<file path="src/rtl/ofs_jtag_tap_sink.sv">
// ---------------------------------------------------------------------------
// ofs_jtag_tap_sink
//
// IEEE 1149.1 TAP controller that lives entirely in the clk domain. The JTAG
// pins arrive from a remote host and are treated as data. They are
// oversampled through 2-flop synchronizers, and tck edges are recovered by
// edge detection. clk must run at least 4x faster than tck.
//
// Instructions (4-bit IR): IDCODE=4'h1 (32-bit DR), USER=4'h8 (USER_DR_W-bit
// DR), BYPASS=4'hF (1-bit DR). Any other opcode behaves as BYPASS.
//
// Optional feature: define OFS_JTAG_TAP_SINK_TCKENA_EN to make every tck edge
// conditional on the synchronized jtag_tckena. If the macro is undefined,
// jtag_tckena is ignored.
//
// tap_state encoding:
//   0 TLR    1 RTI    2 SelDR   3 CapDR   4 ShDR    5 Ex1DR   6 PauseDR
//   7 Ex2DR  8 UpdDR  9 SelIR  10 CapIR  11 ShIR   12 Ex1IR  13 PauseIR
//  14 Ex2IR 15 UpdIR
//
// Ports:
//   clk, rst        system clock, synchronous active-high reset
//   jtag_tck/tms/tdi/tckena/reset   asynchronous JTAG inputs (sampled)
//   jtag_tdo        serial data out, changes after a detected tck fall
//   user_dr_rdata   value captured into the USER DR at Capture-DR
//   user_dr_wdata   USER DR contents latched at Update-DR
//   user_dr_wvalid  one-clk pulse accompanying user_dr_wdata
//   tap_state       current TAP state (debug)
// ---------------------------------------------------------------------------
module ofs_jtag_tap_sink #(
    parameter logic [31:0] IDCODE    = 32'h0000_0001,
    parameter int          USER_DR_W = 32
) (
    input  logic                 clk,
    input  logic                 rst,
    input  logic                 jtag_tck,
    input  logic                 jtag_tms,
    input  logic                 jtag_tdi,
    input  logic                 jtag_tckena,
    input  logic                 jtag_reset,
    output logic                 jtag_tdo,
    input  logic [USER_DR_W-1:0] user_dr_rdata,
    output logic [USER_DR_W-1:0] user_dr_wdata,
    output logic                 user_dr_wvalid,
    output logic [3:0]           tap_state
);

    typedef enum logic [3:0] {
        ST_TLR    = 4'd0,  ST_RTI    = 4'd1,  ST_SELDR  = 4'd2,  ST_CAPDR  = 4'd3,
        ST_SHDR   = 4'd4,  ST_EX1DR  = 4'd5,  ST_PAUSDR = 4'd6,  ST_EX2DR  = 4'd7,
        ST_UPDDR  = 4'd8,  ST_SELIR  = 4'd9,  ST_CAPIR  = 4'd10, ST_SHIR   = 4'd11,
        ST_EX1IR  = 4'd12, ST_PAUSIR = 4'd13, ST_EX2IR  = 4'd14, ST_UPDIR  = 4'd15
    } tap_state_e;

    localparam logic [3:0] IR_IDCODE = 4'h1;
    localparam logic [3:0] IR_USER   = 4'h8;

    // Synchronizer lanes: [0]=tck [1]=tms [2]=tdi [3]=tckena [4]=reset
    logic [4:0]           r_sync1;
    logic [4:0]           r_sync2;
    logic                 r_tck_prev;

    tap_state_e           r_state;
    tap_state_e           w_tap_adv;
    tap_state_e           w_state_nxt;

    logic [3:0]           r_ir;
    logic [3:0]           r_ir_shift;
    logic [31:0]          r_id_shift;
    logic [USER_DR_W-1:0] r_user_shift;
    logic [USER_DR_W-1:0] r_user_wdata;
    logic [USER_DR_W-1:0] w_user_tdi_msb;
    logic                 r_byp_shift;
    logic                 r_tdo;
    logic                 r_wvalid;

    logic                 w_tms;
    logic                 w_tdi;
    logic                 w_jreset;
    logic                 w_tck_en;
    logic                 w_tck_rise;
    logic                 w_tck_fall;

    // All five JTAG inputs share one synchronizer depth so they stay aligned.
    always_ff @(posedge clk) begin
        if (rst) begin
            r_sync1    <= 5'b0;
            r_sync2    <= 5'b0;
            r_tck_prev <= 1'b0;
        end else begin
            r_sync1    <= {jtag_reset, jtag_tckena, jtag_tdi, jtag_tms, jtag_tck};
            r_sync2    <= r_sync1;
            r_tck_prev <= r_sync2[0];
        end
    end

    assign w_tms    = r_sync2[1];
    assign w_tdi    = r_sync2[2];
    assign w_jreset = r_sync2[4];

`ifdef OFS_JTAG_TAP_SINK_TCKENA_EN
    assign w_tck_en = r_sync2[3];
`else
    // tckena still runs through its lane to keep the lanes identical, but it
    // gates nothing in this build.
    assign w_tck_en = r_sync2[3] | 1'b1;
`endif

    assign w_tck_rise = r_sync2[0] & ~r_tck_prev & w_tck_en;
    assign w_tck_fall = ~r_sync2[0] & r_tck_prev & w_tck_en;

    // TAP state register.
    always_ff @(posedge clk) begin
        if (rst) begin
            r_state <= ST_TLR;
        end else begin
            r_state <= w_state_nxt;
        end
    end

    // TAP next-state logic. jtag_reset overrides any simultaneous tck rise.
    always_comb begin
        w_tap_adv   = r_state;
        w_state_nxt = r_state;
        case (r_state)
            ST_TLR:    if (w_tms) w_tap_adv = ST_TLR;    else w_tap_adv = ST_RTI;
            ST_RTI:    if (w_tms) w_tap_adv = ST_SELDR;  else w_tap_adv = ST_RTI;
            ST_SELDR:  if (w_tms) w_tap_adv = ST_SELIR;  else w_tap_adv = ST_CAPDR;
            ST_CAPDR:  if (w_tms) w_tap_adv = ST_EX1DR;  else w_tap_adv = ST_SHDR;
            ST_SHDR:   if (w_tms) w_tap_adv = ST_EX1DR;  else w_tap_adv = ST_SHDR;
            ST_EX1DR:  if (w_tms) w_tap_adv = ST_UPDDR;  else w_tap_adv = ST_PAUSDR;
            ST_PAUSDR: if (w_tms) w_tap_adv = ST_EX2DR;  else w_tap_adv = ST_PAUSDR;
            ST_EX2DR:  if (w_tms) w_tap_adv = ST_UPDDR;  else w_tap_adv = ST_SHDR;
            ST_UPDDR:  if (w_tms) w_tap_adv = ST_SELDR;  else w_tap_adv = ST_RTI;
            ST_SELIR:  if (w_tms) w_tap_adv = ST_TLR;    else w_tap_adv = ST_CAPIR;
            ST_CAPIR:  if (w_tms) w_tap_adv = ST_EX1IR;  else w_tap_adv = ST_SHIR;
            ST_SHIR:   if (w_tms) w_tap_adv = ST_EX1IR;  else w_tap_adv = ST_SHIR;
            ST_EX1IR:  if (w_tms) w_tap_adv = ST_UPDIR;  else w_tap_adv = ST_PAUSIR;
            ST_PAUSIR: if (w_tms) w_tap_adv = ST_EX2IR;  else w_tap_adv = ST_PAUSIR;
            ST_EX2IR:  if (w_tms) w_tap_adv = ST_UPDIR;  else w_tap_adv = ST_SHIR;
            ST_UPDIR:  if (w_tms) w_tap_adv = ST_SELDR;  else w_tap_adv = ST_RTI;
            default:   w_tap_adv = ST_TLR;
        endcase
        if (w_jreset) begin
            w_state_nxt = ST_TLR;
        end else if (w_tck_rise) begin
            w_state_nxt = w_tap_adv;
        end else begin
            w_state_nxt = r_state;
        end
    end

    // USER DR has a parameterised width, so tdi is placed at its MSB through
    // a mask rather than a concatenation (which would break at width 1).
    always_comb begin
        w_user_tdi_msb                = '0;
        w_user_tdi_msb[USER_DR_W-1]   = w_tdi;
    end

    // IR/DR capture, shift and update, tdo launch and the USER write pulse.
    always_ff @(posedge clk) begin
        if (rst) begin
            r_ir         <= IR_IDCODE;
            r_ir_shift   <= 4'h0;
            r_id_shift   <= 32'h0;
            r_user_shift <= '0;
            r_byp_shift  <= 1'b0;
            r_user_wdata <= '0;
            r_wvalid     <= 1'b0;
            r_tdo        <= 1'b0;
        end else begin
            r_wvalid <= 1'b0;
            if (w_jreset) begin
                r_ir <= IR_IDCODE;
            end else begin
                if (w_tck_rise) begin
                    case (r_state)
                        ST_CAPIR: r_ir_shift <= 4'b0001;
                        ST_SHIR:  r_ir_shift <= {w_tdi, r_ir_shift[3:1]};
                        ST_UPDIR: r_ir       <= r_ir_shift;
                        ST_CAPDR: begin
                            case (r_ir)
                                IR_IDCODE: r_id_shift   <= IDCODE;
                                IR_USER:   r_user_shift <= user_dr_rdata;
                                default:   r_byp_shift  <= 1'b0;
                            endcase
                        end
                        ST_SHDR: begin
                            case (r_ir)
                                IR_IDCODE: r_id_shift   <= {w_tdi, r_id_shift[31:1]};
                                IR_USER:   r_user_shift <= (r_user_shift >> 1) | w_user_tdi_msb;
                                default:   r_byp_shift  <= w_tdi;
                            endcase
                        end
                        ST_UPDDR: begin
                            if (r_ir == IR_USER) begin
                                r_user_wdata <= r_user_shift;
                                r_wvalid     <= 1'b1;
                            end else begin
                                r_wvalid     <= 1'b0;
                            end
                        end
                        default: begin
                        end
                    endcase
                    // Entering TLR always reselects IDCODE.
                    if (w_tap_adv == ST_TLR) begin
                        r_ir <= IR_IDCODE;
                    end else begin
                        r_ir <= (r_state == ST_UPDIR) ? r_ir_shift : r_ir;
                    end
                end
                if (w_tck_fall) begin
                    if (r_state == ST_SHDR) begin
                        case (r_ir)
                            IR_IDCODE: r_tdo <= r_id_shift[0];
                            IR_USER:   r_tdo <= r_user_shift[0];
                            default:   r_tdo <= r_byp_shift;
                        endcase
                    end else if (r_state == ST_SHIR) begin
                        r_tdo <= r_ir_shift[0];
                    end else begin
                        r_tdo <= r_tdo;
                    end
                end
            end
        end
    end

    assign jtag_tdo       = r_tdo;
    assign user_dr_wdata  = r_user_wdata;
    assign user_dr_wvalid = r_wvalid;
    assign tap_state      = r_state;

endmodule

</file>
<file path="config.mk">
export PLATFORM = sky130hd
export DESIGN_NAME = ofs_jtag_tap_sink
export DESIGN_NICKNAME = d
export VERILOG_FILES = /design/src/rtl/ofs_jtag_tap_sink.sv
export SDC_FILE = /design/constraint.sdc
export NUM_CORES = 1
export LEC_CHECK = 0
export BUFFER_PORTS_ARGS = -buffer_cell sky130_fd_sc_hd__clkbuf_2
export CORE_ASPECT_RATIO = 0.8
export CORE_UTILIZATION = 30
export CTS_BUF_LIST = sky130_fd_sc_hd__clkbuf_16
export DETAILED_ROUTE_END_ITERATION = 16
export SLEW_MARGIN = 20
export SYNTH_ARGS = -nofsm -noshare
export SYNTH_HDL_FRONTEND = slang
export SYNTH_SLANG_ARGS = --single-unit
export TNS_END_PERCENT = 1
</file>
<file path="constraint.sdc">
create_clock -name clk -period 1.7 [get_ports clk]
set_input_delay 0.17 -clock clk [delete_from_list [all_inputs] [get_ports clk]]
set_output_delay 0.17 -clock clk [all_outputs]
set_load 0.005 [all_outputs]
</file>
==> results.yml, run 1 <==
status:
  status: "finished clean"
place:
  dpl_cell_area_um2: 5540
  hpwlAfterDp_um: 7380
  portBuffers: 75
  dp.cells: 795
  place.gp.congestion: 0.757
global_routing:
  use_met3_pct: 4.67
  grt_usage_pct: 13.9
  grt_busiest_layer: "met2"
  grt_pass1_vias: 3652
  antenna_found_initial: 0
  grtUsageMet2_pct: 21.7
  grtUsageMet1_pct: 17.8
  grt_overflow: 0
  grt_start_max_net_pins: 113
  grt_pass1_wl_um: 18000
sta:
  fin_crit_sh_pct: 95.1
  worst_pin_slew_ns: 0.546
  rsz0062_at_grt: "yes"
  setup_viol: 0
  fmax_mhz: 619
  period_needed_ns: 1.62
  slew_viol_final: 0
  slew_headroom_pct: 63.6
  hold_viol_final: 0
  clock_skew_ns: 0.00707
setup_path:
  endpoint_kind: "flop"
  critical_path_arrival_ns: 1.89
  cp_num_buf_inv: 3
  path_class: "flop to flop"
  critPathTopFamily: "buffers and inverters"
  worst-path-max-fanout: 22
  reg2reg_slack_ns: 0.08
  worstPathRequired_ns: 1.97
  timing.rr.start: "tap_state[1]"
  startpoint: "tap_state[1]"
  crit_top_cell: "buf_4"
  max_stage_delay_ns: 0.34
  cp_cell_sequence: "buf_4 > nor4b_4 > buf_4 > buf_12 > mux2i_1 > a211oi_2"
  cp-start-kind: "flop"
  worst_path_max_delay_cell: "dfxtp_1"
power_and_ir_drop:
  combPwrFrac_pct: 3.0
  switching_share_pct: 20.6
  p_seq_share_pct: 42.2
  clkPwrFrac_pct: 54.8
  leakage_uw: 0.00222
  internal_power_uw: 5340
  cellPowerDensity_nw_per_um2: 1080
  switchingPower_uw: 1390
  vdd_drop_max_uv: 731
layout:
  nets: 642
  final_cell_mix: "dfxtp_1 (116), nor2_1 (74), clkbuf_2 (74), nand2_1 (72), a21oi_1 (39)"
  layout_commonest_cell: "dfxtp_1"
  layout-drive-gt1-share_pct: 27.3
  fin_cells: 831
  area.growth.synth_to_final_pct: 28.7
  fillCellCount: 1583
  design_area_um2: 6260
  diodes: 0
synth:
  synthCells: 526
  synth_cell_type_count: 43
  syn_nets: 565
  synth_seq_area_share_pct: 49.4
  yosysTopAreaCell: "dfxtp_1"
  synth_edf_count: 0
  synth_area_per_cell_um2: 9.24
  synth_ff_type: "dfxtp_1"
  synth_area_leaders: "dfxtp_1 (49%), mux2i_1 (6.8%), nor2_1 (5.7%)"
  ys_seq_elements: 120
  synthArstFlopShare_pct: 0
  yosys_warnings: 0
  synth_top_area_share_pct: 49.4
  syn_area_um2: 4860
floorplan:
  io_pins: 77
  fp-row-count: 41
  coreArea_um2: 15800
  die_area_um2: 16700
  die_h_um: 116
  die_x_um: 144
  initial_utilization_pct: 30.8
clocking:
  clk_pin_slew_ns: 0.05
  cts_sinks: 120
  root_buffer: "clkbuf_16"
  clock_latency_ns: 0.41
  cts_tree: "built"
  h-tree-depth: 4
  clock_path_buffers: 2
  cts_buffers: 17
  post_cts_buffers: 0
route:
  drt-vias-per-instance: 4.78
  drt_iter0_markers: 237
  drc: 0
  routed_wl_um: 11000
  ant_nets: 0
  vias: 3975
  drtPass1Iterations: 4
  wl_per_cell_um: 13.3
hold_path:
  hold_path_startpoint: "user_dr_rdata[1]"
  hold_path.class: "primary input to flop"
flow_run:
  cap_violations: 0
## flip-flops by register name, indices dropped and copies added, names as in the netlist
register	count
r_id_shift	32
r_user_shift	32
r_sync1	4
user_dr_wvalid	1
r_tck_prev	1
r_ir	4
tap_state	4
jtag_tdo	1
r_byp_shift	1
user_dr_wdata	32
r_ir_shift	4
r_sync2	4
## area by class of cell
type                    instances  area, um^2  area share, %
multi-input cells             355        2260           36.2
clock buffers                  17         425           6.80
inverters                       5        18.8          0.300
clock inverters                15         186           2.98
repair buffers                104         684           10.9
flip-flops and latches        120        2410           38.5
well taps                     215         269           4.30
## power groups by stage
stage,logic (uW),registers [uW],clock network [uW]
detailed placement,192,2900,0
floorplan,111,2890,0
finish,202,2840,3690
CTS,201,2840,3780
global route,224,2840,3930
global placement,189,2900,0
## per-stage QoR
| stage | utilization [%] | hold slack (ns) | setup TNS (ns) | total power [uW] | setup WS (ns) |
|---|---|---|---|---|---|
| after floorplan | - | 0.298 | 0 | 3000 | 0.144 |
| after global placement | 35.1 | 0.386 | 0 | 3090 | 0.0717 |
| after detailed placement | 35.1 | 0.385 | -0.0269 | 3090 | -0.0176 |
| after CTS | 39.2 | 0.0671 | 0 | 6810 | 0.0152 |
| after global routing | 39.6 | 0.0732 | -0.0361 | 6990 | -0.0236 |
| final | 39.6 | 0.0799 | 0 | 6730 | 0.0836 |
## routing by layer
metal | share of wire, % | wire length, um | up-vias
met1 | 48 | 5350 | 1864
met5 | 0 | 0 | -
li1 | - | - | 2010
met2 | 45 | 4990 | 93
met3 | 5.4 | 595 | 8
met4 | 0.83 | 91 | 0
## synthesized netlist by cell type (all sizes together), types with 2 or more instances
| library cell | number |
|---|---|
| nand2b | 2 |
| nor2 | 74 |
| nand2 | 72 |
| a221oi | 2 |
| a211oi | 35 |
| clkbuf | 21 |
| a31oi | 3 |
| nor4b | 4 |
| dfxtp | 120 |
| mux2i | 33 |
| nor3 | 8 |
| a21oi | 39 |
| nand4 | 2 |
| xnor2 | 3 |
| a32o | 3 |
| and4b | 2 |
| nor3b | 2 |
| or2 | 2 |
| nand3 | 4 |
| inv | 5 |
| a22oi | 31 |
| nor2b | 10 |
| buf | 25 |
| o211ai | 4 |
| o21ai | 8 |
## worst reg2reg max path: stages (launching register included)
cell and delay [ns]:
dfxtp_1 0.34, buf_4 0.17, nor4b_4 0.23, buf_4 0.18, buf_12 0.19, mux2i_1 0.28
a211oi_2 0.10
## repair_timing
item,in CTS,in global routing
resized for setup,2,13
endpoints found under the setup margin,10,67
pin swaps,0,0
cloned,0,0
hold buffers,4,0
hold endpoints to repair,4,0
## cell families after synthesis
group	share of synthesized area, %
and+or+nand+nor	17.7
DFF	49.4
xor gates and xnor gates	0.541
buffers and inverters	5.35
muxes	6.79
AOI/OAI and AO/OA	20.2
## worst paths after layout
check	endpoint	cells after the start
setup / recovery	r_user_shift[12]	6
hold / removal	r_user_shift[1]	3
setup reg to reg	r_user_shift[12]	6
hold reg to reg	r_sync2[4]	1
(Power assumes the default switching activity.)
==> run 2: changes to the inputs <==
MAX_ROUTING_LAYER = met4   (was default)
==> results.yml, run 2 (synthesis results as in run 1) <==
floorplan:
  io_pins: 77
  initial_utilization_pct: 30.8
  coreArea_um2: 15800
  die_x_um: 144
  fp-row-count: 41
  die_area_um2: 16700
  die_h_um: 116
setup_path:
  worst_path_max_delay_cell: "dfxtp_1"
  cp-start-kind: "flop"
  endpoint_kind: "flop"
  critical_path_arrival_ns: 1.90
  cp_cell_sequence: "buf_4 > nor4b_4 > buf_4 > buf_12 > mux2i_1 > a211oi_2"
  path_class: "flop to flop"
  crit_top_cell: "buf_4"
  worstRegToRegCells: 6
  worst-path-max-fanout: 21
  max_stage_delay_ns: 0.34
  worstPathRequired_ns: 1.96
clocking:
  clk_pin_slew_ns: 0.06
  h-tree-depth: 4
  post_cts_buffers: 0
  clock_latency_ns: 0.41
  clock_path_buffers: 2
  cts_sinks: 120
  cts_buffers: 17
  root_buffer: "clkbuf_16"
  cts_tree: "built"
sta:
  fmax_mhz: 608
  fin_crit_sh_pct: 96.7
  period_needed_ns: 1.64
  setup_tns_ns: 0
  slew_headroom_pct: 42.7
  slew_viol_final: 0
  hold_viol_final: 0
  clock_skew_ns: 0.0156
  rsz0062_at_grt: "yes"
  worst_pin_slew_ns: 0.860
  setup_viol: 0
layout:
  area.growth.synth_to_final_pct: 28.3
  nets: 641
  layout-drive-gt1-share_pct: 26.5
  diodes: 0
  fin_util_pct: 39.5
  layout_commonest_cell: "dfxtp_1"
  final_cell_mix: "dfxtp_1 (118), nor2_1 (74), clkbuf_2 (74), nand2_1 (72), a21oi_1 (39)"
  fillCellCount: 1621
route:
  wl_met2_um: 5110
  drt-vias-per-instance: 4.75
  drc: 0
  drt_iter0_markers: 248
  top_layer: "met4"
  drtPass1Iterations: 5
  routed_wl_um: 10900
  wl_per_cell_um: 13.2
  wl_met1_um: 5280
  vias: 3943
  met3WireLength_um: 481
  ant_nets: 0
global_routing:
  antenna_found_initial: 0
  grt_pass1_wl_um: 17600
  grt_overflow: 0
  grt_pass1_vias: 3683
  grt_start_max_net_pins: 81
  grt_usage_pct: 14.0
place:
  hpwlAfterDp_um: 7410
  place.gp.congestion: 0.810
  portBuffers: 75
power_and_ir_drop:
  cellPowerDensity_nw_per_um2: 1110
  leakage_uw: 0.00221
  p_total_uw: 6890
  vdd_drop_max_uv: 627
hold_path:
  hold_depth: 2
  hold_path.class: "primary input to flop"
status:
  status: "finished clean"
flow_run:
  cap_violations: 0
## run 2: repair_timing
action,in CTS,in global routing
endpoints found under the setup margin,4,42
hold buffers,3,0
endpoints found under the hold margin,3,0
pin swaps,1,1
resized for setup,1,9
## run 2: per-layer routing
metal | track usage (%) | vias to the layer above
li1 | - | 1997
met1 | 17.0 | 1859
met2 | 22.1 | 85
met3 | 3.80 | 2
met4 | 5.68 | 0
met5 | - | -
## run 2: worst max-delay path, delay by kind of cell, from the launching register on
family                 cells  cell delay [ns]
AOI/OAI and AO/OA          1             0.10
DFF                        1             0.34
and+or+nand+nor            1             0.24
muxes                      1             0.28
buffers and inverters      3             0.53
## run 2: area by class of cell
cell class              instances  area (um^2)  share of cell area [%]
flip-flops and latches        120         2400                    38.6
repair buffers                103          662                    10.6
clock inverters                15          209                    3.35
clock buffers                  17          425                    6.82
multi-input cells             355         2250                    36.0
well taps                     215          269                    4.31
inverters                       5         18.8                   0.301
## run 2: final timing paths
path	startpoint	end	slack (ns)
min reg2reg	r_sync1[4]	r_sync2[4]	0.42
min	jtag_tdi	r_sync1[2]	0.003
max reg2reg	tap_state[1]	r_user_shift[13]	0.06
max	tap_state[1]	r_user_shift[13]	0.06
## run 2: power by group
group | internal (uW) | total, uW | switching [uW]
clock | 2580 | 3860 | 1280
combinational | 82.2 | 197 | 115
sequential | 2830 | 2840 | 11.7
total | 5490 | 6890 | 1400
## run 2: metrics by stage
| step | std cells | setup WS (ns) | instance area (um^2) | hold slack, ns |
|---|---|---|---|---|
| after global placement | 795 | 0.0686 | 5530 | 0.391 |
| final | 830 | 0.0559 | 6240 | 0.00262 |
| after CTS | 830 | 0.0274 | 6200 | 0.00370 |
| after detailed placement | 795 | -0.0136 | 5530 | 0.388 |
| after global routing | 830 | -0.0127 | 6240 | 0.00918 |
| after floorplan | 526 | 0.144 | 4860 | 0.298 |
